**config.mk**
```make
export PLATFORM = sky130hd
export DESIGN_NAME = inc_counter
export DESIGN_NICKNAME = d
export VERILOG_FILES = /design/src/rtl/inc_counter.sv
export SDC_FILE = /design/constraint.sdc
export NUM_CORES = 1
export LEC_CHECK = 0
export ABC_AREA = 0
export CAP_MARGIN = 25
export CORE_MARGIN = 5
export CORE_UTILIZATION = 30
export CTS_CLUSTER_SIZE = 8
export DETAILED_ROUTE_END_ITERATION = 8
export PLACE_DENSITY = 0.57
export SETUP_SLACK_MARGIN = 0.3
export SLEW_MARGIN = 15
export SYNTH_ARGS = -nofsm -noshare
export SYNTH_HDL_FRONTEND = slang
export SYNTH_SLANG_ARGS = --single-unit
```
**constraint.sdc**
```tcl
create_clock -name clk -period 5.7 [get_ports clk]
set_input_delay 0.855 -clock clk [delete_from_list [all_inputs] [get_ports clk]]
set_output_delay 0.855 -clock clk [all_outputs]
set_load 0.05 [all_outputs]
```
**src/rtl/inc_counter.sv**
```systemverilog
// Registered up/down counter with programmable step, load, carry pulse and sticky overflow; COUNT_SAT_EN adds saturation.
// Latency: one clock from sampled load/step to count/cout; no backpressure, state advances every enabled edge.
module inc_counter #(
   parameter int unsigned            WIDTH     = 16,
   parameter logic [WIDTH-1:0]       RESET_VAL = '0
) (
   input  logic             clk,
   input  logic             rst,
   input  logic             en,
   input  logic             load,
   input  logic [WIDTH-1:0] load_val,
   input  logic             dir,
   input  logic [WIDTH-1:0] step,
   input  logic             ovf_clr,
`ifdef COUNT_SAT_EN
   input  logic             sat,
`endif
   output logic [WIDTH-1:0] count,
   output logic             cout,
   output logic             ovf,
   output logic             tc
);

   logic [WIDTH:0]   sum;
   logic [WIDTH:0]   diff;
   logic [WIDTH:0]   res;
   logic             wrap;
   logic [WIDTH-1:0] step_val;

   // The extra MSB of the WIDTH+1-bit result is carry for add and borrow for subtract.
   assign sum  = {1'b0, count} + {1'b0, step};
   assign diff = {1'b0, count} - {1'b0, step};
   assign res  = dir ? diff : sum;
   assign wrap = res[WIDTH];

   always_comb begin
      step_val = res[WIDTH-1:0];
`ifdef COUNT_SAT_EN
      if (sat && wrap)
         step_val = dir ? '0 : '1;
`endif
   end

   always_ff @(posedge clk) begin
      if (rst) begin
         count <= RESET_VAL;
         cout  <= 1'b0;
         ovf   <= 1'b0;
      end else if (load) begin
         count <= load_val;
         cout  <= 1'b0;
         ovf   <= ovf & ~ovf_clr;
      end else if (en) begin
         count <= step_val;
         cout  <= wrap;
         // A wrap on the same edge as a clear must not be lost.
         ovf   <= (ovf & ~ovf_clr) | wrap;
      end else begin
         cout  <= 1'b0;
         ovf   <= ovf & ~ovf_clr;
      end
   end

   assign tc = dir ? (count == '0) : (count == '1);

endmodule

```
==> flow_summary.toml <==
[outcome]
status = "complete, no violations"

[final_layout]
final_core_util = 0.4238
insertedDiodeCount = 0
filler_cell_count = 602
area.growth.synth_to_final_pct = 36.54
register_area_um2 = 360.3
final_nets = 356
postLayoutCellArea_um2 = 2539
fin_cells = 374
multiInputGateArea_um2 = 1420
fraction_of_final_layout_cells_sized_beyond_drive_strength_1 = 0.03010

[global_route]
pin_count_of_the_biggest_net_entering_global_routing = 20
grt_pass1_vias = 1830
number_of_antenna_violations_at_the_first_check_in_global_routing = 0
first_pass_grt_wire_length_um = 8700
grt_util_all_layers = 0.1398
globalRouteOverflowTotal = 0

[clock_network]
clock_latency_on_the_worst_skew_pair_ps = 260
cts.path.max_buffers = 2
htreeDepth = 1
cts.repair.resized = 0
worst_setup_hold_path_clk_slew_ps = 70
tritoncts_clock_tree = "built"
postCtsHoldBufs = 0
post_cts_setup_buffer_count = 0
clock_tree.root_cell = "sky130_fd_sc_hd__clkbuf_8"
numClockSinks = 18
tritoncts.num_buffers = 3

[timing]
max_freq_mhz = 241.8
setup_viol = 0
worst_slew_pin_slew_ps = 713.8
min_period_ps = 4136
rsz0062_at_grt = "no"
final.period_utilization = 0.7256
totalNegativeSetupSlack_ps = 0
maxSlewHeadroom = 0.5227
worst_clock_skew_ps = 6.707
hold_viol = 0
maxSlewViolCount = 0

[min_path]
hold_class = "reg -> reg"

[yosys]
net_count_after_synthesis = 303
synth_enable_flop_cells = 0
synthCells = 247
synth_ff_type = "sky130_fd_sc_hd__dfxtp_1"
synth_warn = 0
post_synthesis_mean_instance_area_um2 = 7.527
ys_types = 46
synthArstFlopShare = 0
synthesis.area_um2 = 1859
synth_sequential_area_ratio = 0.1938
flip_flop_and_latch_count_after_synthesis = 18

[worst_setup_path]
critPathSlowestCell = "sky130_fd_sc_hd__clkdlybuf4s50_1"
cp-start-kind = "input pin"
arrival_ps = 3280
worst_setup_path_end_kind = "primary output"
crit_family = "buffers and inverters"
cpPeakStageDelay_ps = 900
worstSetupPathType = "in -> out"
critical_path.cell_chain = "clkdlybuf4s50_1, nor4b_1, nand4_1, o31ai_1, clkdlybuf4s50_1"
cp_common_cell = "sky130_fd_sc_hd__clkdlybuf4s50_1"
buffer_and_inverter_count_on_the_worst_path = 2
critical_path.max_fanout = 18
required_time_worst_endpoint_ps = 4850

[placed_design]
port_buffers = 56
post_detail_place_hpwl_um = 4553
placed_cells_incl_taps = 370
detailed_place.area_um2 = 2484
gp_congestion = 0.8865

[route]
route.antenna.remaining_nets = 0
initialDrtViolationCount = 80
detailed_route_via_count = 1900
detail_route.first_pass.iterations = 4
drc_errors = 0
avgViaCountPerCell = 5.080
route.detailed.wl_per_inst_um = 14.68
route.final.wire_length_um = 5491

[die]
core_region_area_um2 = 5991
die_h_um = 88.73
die_area_um2 = 7872
io-pin-count = 57
die_w_um = 88.73
initial_core_util = 0.3104
placement_rows = 28

[job]
cap_violations = 0

[pwr]
max_rail_drop_vdd_v = 0.0001090
power.leakage_uw = 0.001029
p_per_area_nw_per_um2 = 223.9
-- final cells by class --
class                   count  area share
clock buffers               4     0.02169
repair buffers             56      0.2208
inverters                  13     0.01922
multi-input cells         208      0.5594
well taps                  75     0.03696
flip-flops and latches     18      0.1419
-- registers in the layout (all words and copies together), names as in the netlist --
register / flops
count: 16
cout: 1
ovf: 1
-- cells by family after synthesis --
group | synth area share
adder cells (fa/ha/maj) | 0.1252
AO/OA/AOI/OAI | 0.2746
buffers and inverters | 0.04240
XOR/XNOR | 0.1083
flip-flops | 0.1938
AND/OR/NAND/NOR | 0.2234
multiplexers | 0.03230
-- worst reg2reg max path, delay by kind of cell (launching register included) --
| family | cells | cell delay (ps) |
|---|---|---|
| simple gates | 3 | 770 |
| compound gates | 3 | 670 |
| fa+ha+maj | 2 | 540 |
| flops | 1 | 360 |
| buf+inv | 2 | 130 |
-- through the flow --
stage	setup WS [ps]	hold slack (ps)	power, µW
after floorplan	2225	688.1	367.3
after global placement	1551	461.0	464.5
after detailed placement	1472	473.6	464.3
after CTS	1573	484.0	570.1
after global routing	1377	519.5	608.6
final	1564	483.7	568.5
-- final timing paths --
kind,from,to,slack [ps],cells after the start
worst min-delay path,ovf$_SDFF_PP0_,ovf$_SDFF_PP0_,480,2
worst min register to register,ovf$_SDFF_PP0_,ovf$_SDFF_PP0_,480,2
worst max-delay path,dir,tc,1560,5
worst max register to register,count[0]$_SDFFE_PP0P_,count[12]$_SDFFE_PP0P_,3120,10
-- power by group --
group | total, µW | internal [µW] | switching (µW)
clock | 107 | 61.5 | 45.3
sequential | 159 | 138 | 20.8
combinational | 302 | 132 | 170
-- synthesized netlist by cell type, types with 2 or more instances --
| cell | number | area, µm² |
|---|---|---|
| sky130_fd_sc_hd__o22ai_1 | 2 | 12.51 |
| sky130_fd_sc_hd__nor2_1 | 29 | 108.9 |
| sky130_fd_sc_hd__nand3_1 | 7 | 35.03 |
| sky130_fd_sc_hd__a21oi_1 | 34 | 170.2 |
| sky130_fd_sc_hd__nand4_1 | 5 | 31.28 |
| sky130_fd_sc_hd__a21o_1 | 8 | 60.06 |
| sky130_fd_sc_hd__a211oi_1 | 7 | 52.55 |
| sky130_fd_sc_hd__xor2_1 | 6 | 52.55 |
| sky130_fd_sc_hd__mux2i_1 | 6 | 60.06 |
| sky130_fd_sc_hd__o21a_1 | 2 | 15.01 |
| sky130_fd_sc_hd__nor2b_1 | 3 | 18.77 |
| sky130_fd_sc_hd__nor4_1 | 5 | 31.28 |
| sky130_fd_sc_hd__nand2b_1 | 2 | 12.51 |
| sky130_fd_sc_hd__o31ai_1 | 2 | 15.01 |
| sky130_fd_sc_hd__a31oi_1 | 5 | 31.28 |
| sky130_fd_sc_hd__xnor2_1 | 17 | 148.9 |
| sky130_fd_sc_hd__o21ai_0 | 4 | 20.02 |
| sky130_fd_sc_hd__o21ai_1 | 5 | 25.02 |
| sky130_fd_sc_hd__and3_1 | 7 | 43.79 |
| sky130_fd_sc_hd__nand2_1 | 6 | 22.52 |
| sky130_fd_sc_hd__dfxtp_1 | 18 | 360.4 |
| sky130_fd_sc_hd__a311oi_1 | 2 | 17.52 |
| sky130_fd_sc_hd__nor3_1 | 7 | 35.03 |
| sky130_fd_sc_hd__inv_2 | 3 | 11.26 |
| sky130_fd_sc_hd__inv_1 | 10 | 37.54 |
| sky130_fd_sc_hd__nor4b_1 | 2 | 17.52 |
| sky130_fd_sc_hd__clkbuf_1 | 8 | 30.03 |
| sky130_fd_sc_hd__ha_1 | 17 | 212.7 |
-- cells in the final DEF (no fill, tap or decap), types with 2 or more instances in the layout --
cell type                          n
sky130_fd_sc_hd__a211oi_1          7
sky130_fd_sc_hd__a21o_1            8
sky130_fd_sc_hd__a21oi_1          34
sky130_fd_sc_hd__a311oi_1          2
sky130_fd_sc_hd__a31oi_1           5
sky130_fd_sc_hd__and3_1            7
sky130_fd_sc_hd__clkbuf_8          4
sky130_fd_sc_hd__clkdlybuf4s50_1  56
sky130_fd_sc_hd__dfxtp_1          18
sky130_fd_sc_hd__ha_1             17
sky130_fd_sc_hd__inv_1            10
sky130_fd_sc_hd__inv_2             3
sky130_fd_sc_hd__mux2i_1           6
sky130_fd_sc_hd__nand2_1           6
sky130_fd_sc_hd__nand2b_1          2
sky130_fd_sc_hd__nand3_1           7
sky130_fd_sc_hd__nand4_1           5
sky130_fd_sc_hd__nor2_1           29
sky130_fd_sc_hd__nor2b_1           3
sky130_fd_sc_hd__nor3_1            7
sky130_fd_sc_hd__nor4_1            5
sky130_fd_sc_hd__nor4b_1           2
sky130_fd_sc_hd__o21a_1            2
sky130_fd_sc_hd__o21ai_0           4
sky130_fd_sc_hd__o21ai_1           5
sky130_fd_sc_hd__o22ai_1           2
sky130_fd_sc_hd__o31ai_1           2
sky130_fd_sc_hd__xnor2_1          17
sky130_fd_sc_hd__xor2_1            6
-- metal layers --
metal  track usage  share of wire
met1        0.1987           0.49
met2        0.2193           0.43
met3       0.01490          0.060
met4       0.04670          0.013
met5             0              0
Power figures use the tool's default switching activity.
